**config.mk**
```make
export PLATFORM = sky130hd
export DESIGN_NAME = meanfilter_unwrap_flat
export DESIGN_NICKNAME = d
export VERILOG_FILES = /design/src/rtl/meanfilter_unwrap_if.sv /design/src/rtl/meanfilter_unwrap.sv /design/src/flat_wrapper.sv
export SDC_FILE = /design/constraint.sdc
export NUM_CORES = 1
export LEC_CHECK = 0
export CAP_MARGIN = 30
export CORE_UTILIZATION = 30
export DETAILED_ROUTE_END_ITERATION = 10
export GPL_ROUTABILITY_DRIVEN = 1
export PLACE_DENSITY = 0.61
export SKIP_CTS_REPAIR_TIMING = 1
export SYNTH_ARGS = -nofsm -noshare
export SYNTH_HDL_FRONTEND = slang
export SYNTH_SLANG_ARGS = --single-unit
export TNS_END_PERCENT = 100
```
**constraint.sdc**
```tcl
create_clock -name clk -period 2.32 [get_ports clk]
set_input_delay 0.232 -clock clk [delete_from_list [all_inputs] [get_ports clk]]
set_output_delay 0.232 -clock clk [all_outputs]
set_load 0.1 [all_outputs]
```
**src/rtl/meanfilter_unwrap_if.sv**
```systemverilog
`default_nettype none
// ============================================================================
// Module   : meanfilter_unwrap_if
// Brief    : Sample/position bundle between the mean filter and the unwrap stage.
// Revision : 1.0  initial release
// ============================================================================
interface meanfilter_unwrap_if #(
    parameter int DATA_WITH  = 24,
    parameter int MEAN_Level = 7,
    parameter int TURN_W     = 8
);
    logic                           en;
    logic                           iReady;
    logic [DATA_WITH+MEAN_Level-1:0] iData;
    logic [TURN_W+DATA_WITH-1:0]    oPos;
    logic [TURN_W-1:0]              oTurns;
    logic                           oValid;
    logic                           oOverflow;

    modport master (
        output en, iReady, iData,
        input  oPos, oTurns, oValid, oOverflow
    );

    modport slave (
        input  en, iReady, iData,
        output oPos, oTurns, oValid, oOverflow
    );
endinterface
`default_nettype wire

```
**src/rtl/meanfilter_unwrap.sv**
```systemverilog
`default_nettype none
// ============================================================================
// Module   : meanfilter_unwrap
// Brief    : Rescales the mean filter sum and unwraps it into a multi-turn
//            position. Build option MEANFILTER_ROUND_EN selects round-half-up.
// Revision : 1.0  initial release
// ============================================================================
module meanfilter_unwrap #(
    parameter int DATA_WITH  = 24,
    parameter int MEAN_Level = 7,
    parameter int TURN_W     = 8
) (
    input wire                 clk,
    input wire                 rst_n,
    meanfilter_unwrap_if.slave bus
);
    localparam int c_IN_W = DATA_WITH + MEAN_Level;
    localparam logic [TURN_W-1:0] c_TMAX = {1'b0, {(TURN_W-1){1'b1}}};
    localparam logic [TURN_W-1:0] c_TMIN = {1'b1, {(TURN_W-1){1'b0}}};
    localparam logic [TURN_W-1:0] c_ONE  = {{(TURN_W-1){1'b0}}, 1'b1};

    typedef enum logic [0:0] {
        S_IDLE  = 1'b0,
        S_TRACK = 1'b1
    } state_t;

    state_t                r_state;
    state_t                w_state_nxt;
    logic                  r_ready_d;
    logic                  w_strb;
    logic                  r_v0;
    logic [c_IN_W-1:0]     r_d0;
    logic                  r_v1;
    logic [DATA_WITH-1:0]  r_r1;
    logic [DATA_WITH-1:0]  w_rescaled;
    logic                  r_v2;
    logic [DATA_WITH-1:0]  r_r2;
    logic                  r_up;
    logic                  r_dn;
    logic [DATA_WITH-1:0]  r_prev;
    logic                  w_up;
    logic                  w_dn;
    logic                  r_valid;
    logic                  r_ovf;
    logic [DATA_WITH-1:0]  r_pos;
    logic [TURN_W-1:0]     r_turns;

    assign w_strb = bus.iReady & ~r_ready_d;

    // Sum is kept at input width so a carry out of the top bit is dropped (angle wrap).
    generate
        if (MEAN_Level == 0) begin : g_no_scale
            assign w_rescaled = r_d0;
        end else begin : g_scale
`ifdef MEANFILTER_ROUND_EN
            localparam logic [c_IN_W-1:0] c_RND = {{(c_IN_W-1){1'b0}}, 1'b1} << (MEAN_Level - 1);
`else
            localparam logic [c_IN_W-1:0] c_RND = '0;
`endif
            logic [c_IN_W-1:0] w_sum;
            assign w_sum      = r_d0 + c_RND;
            assign w_rescaled = DATA_WITH'(w_sum >> MEAN_Level);
        end
    endgenerate

    always_ff @(posedge clk) begin
        if (!rst_n) begin
            r_state <= S_IDLE;
        end else begin
            r_state <= w_state_nxt;
        end
    end

    always_comb begin
        w_state_nxt = r_state;
        w_up        = 1'b0;
        w_dn        = 1'b0;
        case (r_state)
            S_IDLE: begin
                if (r_v1) w_state_nxt = S_TRACK;
            end
            S_TRACK: begin
                if (r_v1) begin
                    w_up = (r_prev[DATA_WITH-1 -: 2] == 2'b11) && (r_r1[DATA_WITH-1 -: 2] == 2'b00);
                    w_dn = (r_prev[DATA_WITH-1 -: 2] == 2'b00) && (r_r1[DATA_WITH-1 -: 2] == 2'b11);
                end
            end
            default: w_state_nxt = S_IDLE;
        endcase
        // Disabling forces a fresh reload on the next accepted sample.
        if (!bus.en) w_state_nxt = S_IDLE;
    end

    always_ff @(posedge clk) begin
        if (!rst_n) begin
            r_ready_d <= 1'b0;
            r_v0      <= 1'b0;
            r_d0      <= '0;
            r_v1      <= 1'b0;
            r_r1      <= '0;
            r_v2      <= 1'b0;
            r_r2      <= '0;
            r_up      <= 1'b0;
            r_dn      <= 1'b0;
            r_prev    <= '0;
            r_valid   <= 1'b0;
            r_ovf     <= 1'b0;
            r_pos     <= '0;
            r_turns   <= '0;
        end else begin
            r_ready_d <= bus.iReady;
            r_v0      <= w_strb & bus.en;
            if (w_strb && bus.en) r_d0 <= bus.iData;
            r_v1 <= r_v0;
            if (r_v0) r_r1 <= w_rescaled;
            r_v2 <= r_v1;
            if (r_v1) begin
                r_r2   <= r_r1;
                r_up   <= w_up;
                r_dn   <= w_dn;
                r_prev <= r_r1;
            end
            r_valid <= r_v2;
            if (r_v2) begin
                r_pos <= r_r2;
                if (r_up) begin
                    if (r_turns == c_TMAX) r_ovf   <= 1'b1;
                    else                   r_turns <= r_turns + c_ONE;
                end else if (r_dn) begin
                    if (r_turns == c_TMIN) r_ovf   <= 1'b1;
                    else                   r_turns <= r_turns - c_ONE;
                end
            end
        end
    end

    assign bus.oPos      = {r_turns, r_pos};
    assign bus.oTurns    = r_turns;
    assign bus.oValid    = r_valid;
    assign bus.oOverflow = r_ovf;
endmodule
`default_nettype wire

```
**src/flat_wrapper.sv**
```systemverilog
// flat-port wrapper written by rule: the top's interface ports become plain ports
module meanfilter_unwrap_flat 
#(
    parameter int DATA_WITH  = 24,
    parameter int MEAN_Level = 7,
    parameter int TURN_W     = 8
)
  (clk, rst_n, bus_en, bus_iReady, bus_iData, bus_oPos, bus_oTurns, bus_oValid, bus_oOverflow);
  meanfilter_unwrap_if #(.DATA_WITH(DATA_WITH), .MEAN_Level(MEAN_Level), .TURN_W(TURN_W)) bus_i ();
  input wire clk;
  input wire rst_n;
  input wire logic [$bits(bus_i.en)-1:0] bus_en;
  input wire logic [$bits(bus_i.iReady)-1:0] bus_iReady;
  input wire logic [$bits(bus_i.iData)-1:0] bus_iData;
  output wire logic [$bits(bus_i.oPos)-1:0] bus_oPos;
  output wire logic [$bits(bus_i.oTurns)-1:0] bus_oTurns;
  output wire logic [$bits(bus_i.oValid)-1:0] bus_oValid;
  output wire logic [$bits(bus_i.oOverflow)-1:0] bus_oOverflow;
  assign bus_i.en = bus_en;
  assign bus_i.iReady = bus_iReady;
  assign bus_i.iData = bus_iData;
  assign bus_oPos = bus_i.oPos;
  assign bus_oTurns = bus_i.oTurns;
  assign bus_oValid = bus_i.oValid;
  assign bus_oOverflow = bus_i.oOverflow;
  meanfilter_unwrap #(.DATA_WITH(DATA_WITH), .MEAN_Level(MEAN_Level), .TURN_W(TURN_W)) u_core (.clk(clk), .rst_n(rst_n), .bus(bus_i));
endmodule
```
==> qor.csv <==
stage,metric,value,unit
status,run status,"finished, final reports clean",
cts,Skew-Pair Late Insertion Delay,0.40,ns
die,Core Rows,43,
routing,wire length per cell,13.0,um
layout,Ant. Diodes,0,
routing,final WL,9210,um
setup_path,CP required,2.59,ns
timing,"Hold Violations, Final",0,
setup_path,crit path kind,register to register,
routing,drt first pass iters,4,
routing,"antenna viol nets, final",0,
setup_path,Slowest cell on crit path,ha_1,
setup_path,"Cell Chain, Critical Path",inv_1 -> ha_1 -> nand2_1 -> o21ai_0 -> mux2_2 -> o21ai_0 -> a21oi_1,
placement,DP Worst Slack,0.249,ns
power_and_ir_drop,Max rail drop VDD,0.000389,V
setup_path,Worst Path Buf+Inv,1,
placement,port bufs,69,
setup_path,CP Capture Type,register,
power_and_ir_drop,overall power,4.66,mW
routing,# DRC,0,
timing,min setup slack post-route,0.222,ns
placement,gp weighted congestion,0.895,
die,Starting Density,0.313,
power_and_ir_drop,combinational power share,0.034,
setup_path,"most used cell, CP",o21ai_0,
setup_path,crit-path max FO,9,
flow_run,max-cap violations,0,
die,core box area,14100,sq um
timing,Max Fclk,477,MHz
synth,Syn Nets,501,
synth,sequential fraction of the synthesis area,0.513,
layout,register area,2270,sq um
timing,post-route minimum period,2.10,ns
layout,Layout Nets,560,
power_and_ir_drop,Sw Pwr,0.928,mW
synth,Mapped Avg Cell Area,9.60,sq um
synth,top_reg_cell synth,dfxtp_1,
global_routing,initial antenna violation count,0,
cts,clock buffer depth,2,
timing,Pins Over Slew Limit,0,
layout,Final Core Density,0.403,
cts,"Reg clk slew, reported paths",0.05,ns
die,die area,15200,sq um
layout,Syn-to-layout area delta,29.0,%
synth,async set-reset flop share out of synthesis,0,
setup_path,cell family with most CP delay,compound AO/OA/AOI/OAI gates,
layout,Fillers,1443,
timing,setup violators final,0,
power_and_ir_drop,Pleak,2.16,nW
timing,final hold slack,0.380,ns
cts,CTS tree,yes,
layout,"most common cell after layout, fill and taps aside",dfxtp_1,
power_and_ir_drop,Clock power frac,0.540,
cts,Sinks on Clock Net,113,
die,io pins,77,
setup_path,CP arrival,2.36,ns
synth,Post-Syn Area,4410,sq um
synth,Synth warnings,0,
timing,Least-Margin Pin Slew,0.848,ns
routing,routed via count,3242,
global_routing,vias in the first global route,3135,
global_routing,grt ovf,0,
cts,htree depth,4,
synth,Seq cells post-synth,113,
synth,Post-Syn Instances,459,
global_routing,GRT Total Usage,0.129,
synth,Unique masters post-synth,38,
global_routing,largest net degree at the start of global routing,106,
placement,DP Wirelength,5920,um
cts,CTS Buf Count,17,
layout,non-filler instance count after layout,711,
layout,share of cells above drive strength 1,0.166,
placement,DP Area,5100,sq um
layout,Finished Cell Area,5680,sq um
routing,DR vias/cell,4.56,
power_and_ir_drop,Switching Share,0.199,
placement,DP Cell Count,679,
timing,period utilization,0.904,
setup_path,Worst path max stage delay,0.45,ns
power_and_ir_drop,Sequential Power Share,0.427,
die,die width,123,um
timing,final setup TNS,0,ns
routing,drt first-iter violations,198,
timing,Setup Skew,0.00858,ns
synth,Post-synth EDFFs,0,
timing,Slew Limit Headroom,0.435,
power_and_ir_drop,Power Dens Cells,821,nW/um^2
cts,root buffer cell,clkbuf_16,
layout,"commonest non-fill, non-tap cells in the layout","dfxtp_1 (108), nor2_1 (79), mux2i_1 (77)",
hold_path,Hold Crit Class,input port to register,
timing,RSZ-0062 raised after global routing,false,
global_routing,first-pass GRT wire length,14800,um
layout,multi-input logic area,1940,sq um
die,Die H,123,um
power_and_ir_drop,Pint,3.74,mW
setup_path,critical path launch point type,register,
## worst min-delay path, delay by kind of cell
family | cells | cell delay (ns)
buffers and inverters | 1 | 0.40
AND/OR/NAND/NOR | 1 | 0.06
AO/OA/AOI/OAI | 1 | 0.05
## cell usage after synthesis, types with 2 or more instances
library cell | instances | share of area
inv_1 | 4 | 0.0034
buf_2 | 14 | 0.016
dfxtp_1 | 113 | 0.51
nor2b_1 | 2 | 0.0028
nand2b_1 | 6 | 0.0085
nand2_1 | 55 | 0.047
nand3_1 | 3 | 0.0034
nor3_1 | 4 | 0.0045
xnor2_1 | 3 | 0.0060
and3b_1 | 2 | 0.0040
o21ai_0 | 8 | 0.0091
nand4_1 | 2 | 0.0028
nor2_1 | 79 | 0.067
clkbuf_1 | 10 | 0.0085
nor3b_1 | 3 | 0.0051
and2_1 | 4 | 0.0057
ha_1 | 6 | 0.017
mux2i_1 | 77 | 0.17
a211oi_2 | 2 | 0.0057
a21oi_1 | 33 | 0.037
buf_4 | 10 | 0.017
nand3b_1 | 3 | 0.0051
## sequential cells by signal, summed over array words and instances, names as in the netlist, 8 cells and up
| register | count |
|---|---|
| u_core.r_r1 | 24 |
| u_core.bus.oTurns | 8 |
| u_core.r_pos | 24 |
| u_core.r_r2 | 24 |
| u_core.r_d0 | 24 |
## path summary, 6_finish.rpt
path | slack (ns) | cells past startpoint | start | to
worst min-delay path | 0.38 | 3 | bus_iData[17] | u_core.r_d0[17]$_SDFFE_PN0P_
worst max register to register | 0.22 | 7 | u_core.r_up$_SDFFE_PN0P_ | u_core.bus.oTurns[6]$_SDFFE_PN0P_
worst min register to register | 0.45 | 2 | u_core.r_d0[15]$_SDFFE_PN0P_ | u_core.r_d0[15]$_SDFFE_PN0P_
worst max-delay path | 0.22 | 7 | u_core.r_up$_SDFFE_PN0P_ | u_core.bus.oTurns[6]$_SDFFE_PN0P_
## layer usage
metal | vias up | global-route usage | wire (um) | share of wire
li1 | 1653 | - | - | -
met1 | 1513 | 0.150 | 4300 | 0.47
met2 | 63 | 0.212 | 4290 | 0.47
met3 | 13 | 0.0466 | 447 | 0.049
met4 | 0 | 0.0602 | 167 | 0.018
met5 | - | 0 | 0 | 0
## area by class of cell
| class | instances | area share |
|---|---|---|
| clock buffers | 27 | 0.0885 |
| well taps | 180 | 0.0396 |
| multi-input cells | 306 | 0.341 |
| repair buffers | 75 | 0.115 |
| inverters | 5 | 0.00330 |
| clock inverters | 5 | 0.0132 |
| flip-flops and latches | 113 | 0.399 |
## cell families after synthesis
| logic type | synth area share |
|---|---|
| xor+xnor | 0.00597 |
| compound gates | 0.0653 |
| fa+ha+maj | 0.0216 |
| mux | 0.178 |
| flops | 0.513 |
| simple gates | 0.169 |
| buf+inv | 0.0469 |
## power by group through the flow
| stage | Combinational (mW) | Clock [mW] | Sequential [mW] |
|---|---|---|---|
| 2_1_floorplan | 0.0921 | 0 | 2.02 |
| 3_3_place_gp | 0.158 | 0 | 2.03 |
| 3_5_place_dp | 0.159 | 0 | 2.03 |
| 4_1_cts | 0.161 | 2.58 | 1.99 |
| 5_1_grt | 0.171 | 2.68 | 1.99 |
| 6_report | 0.157 | 2.52 | 1.99 |
Note: power is estimated with default switching activity, not from simulation.
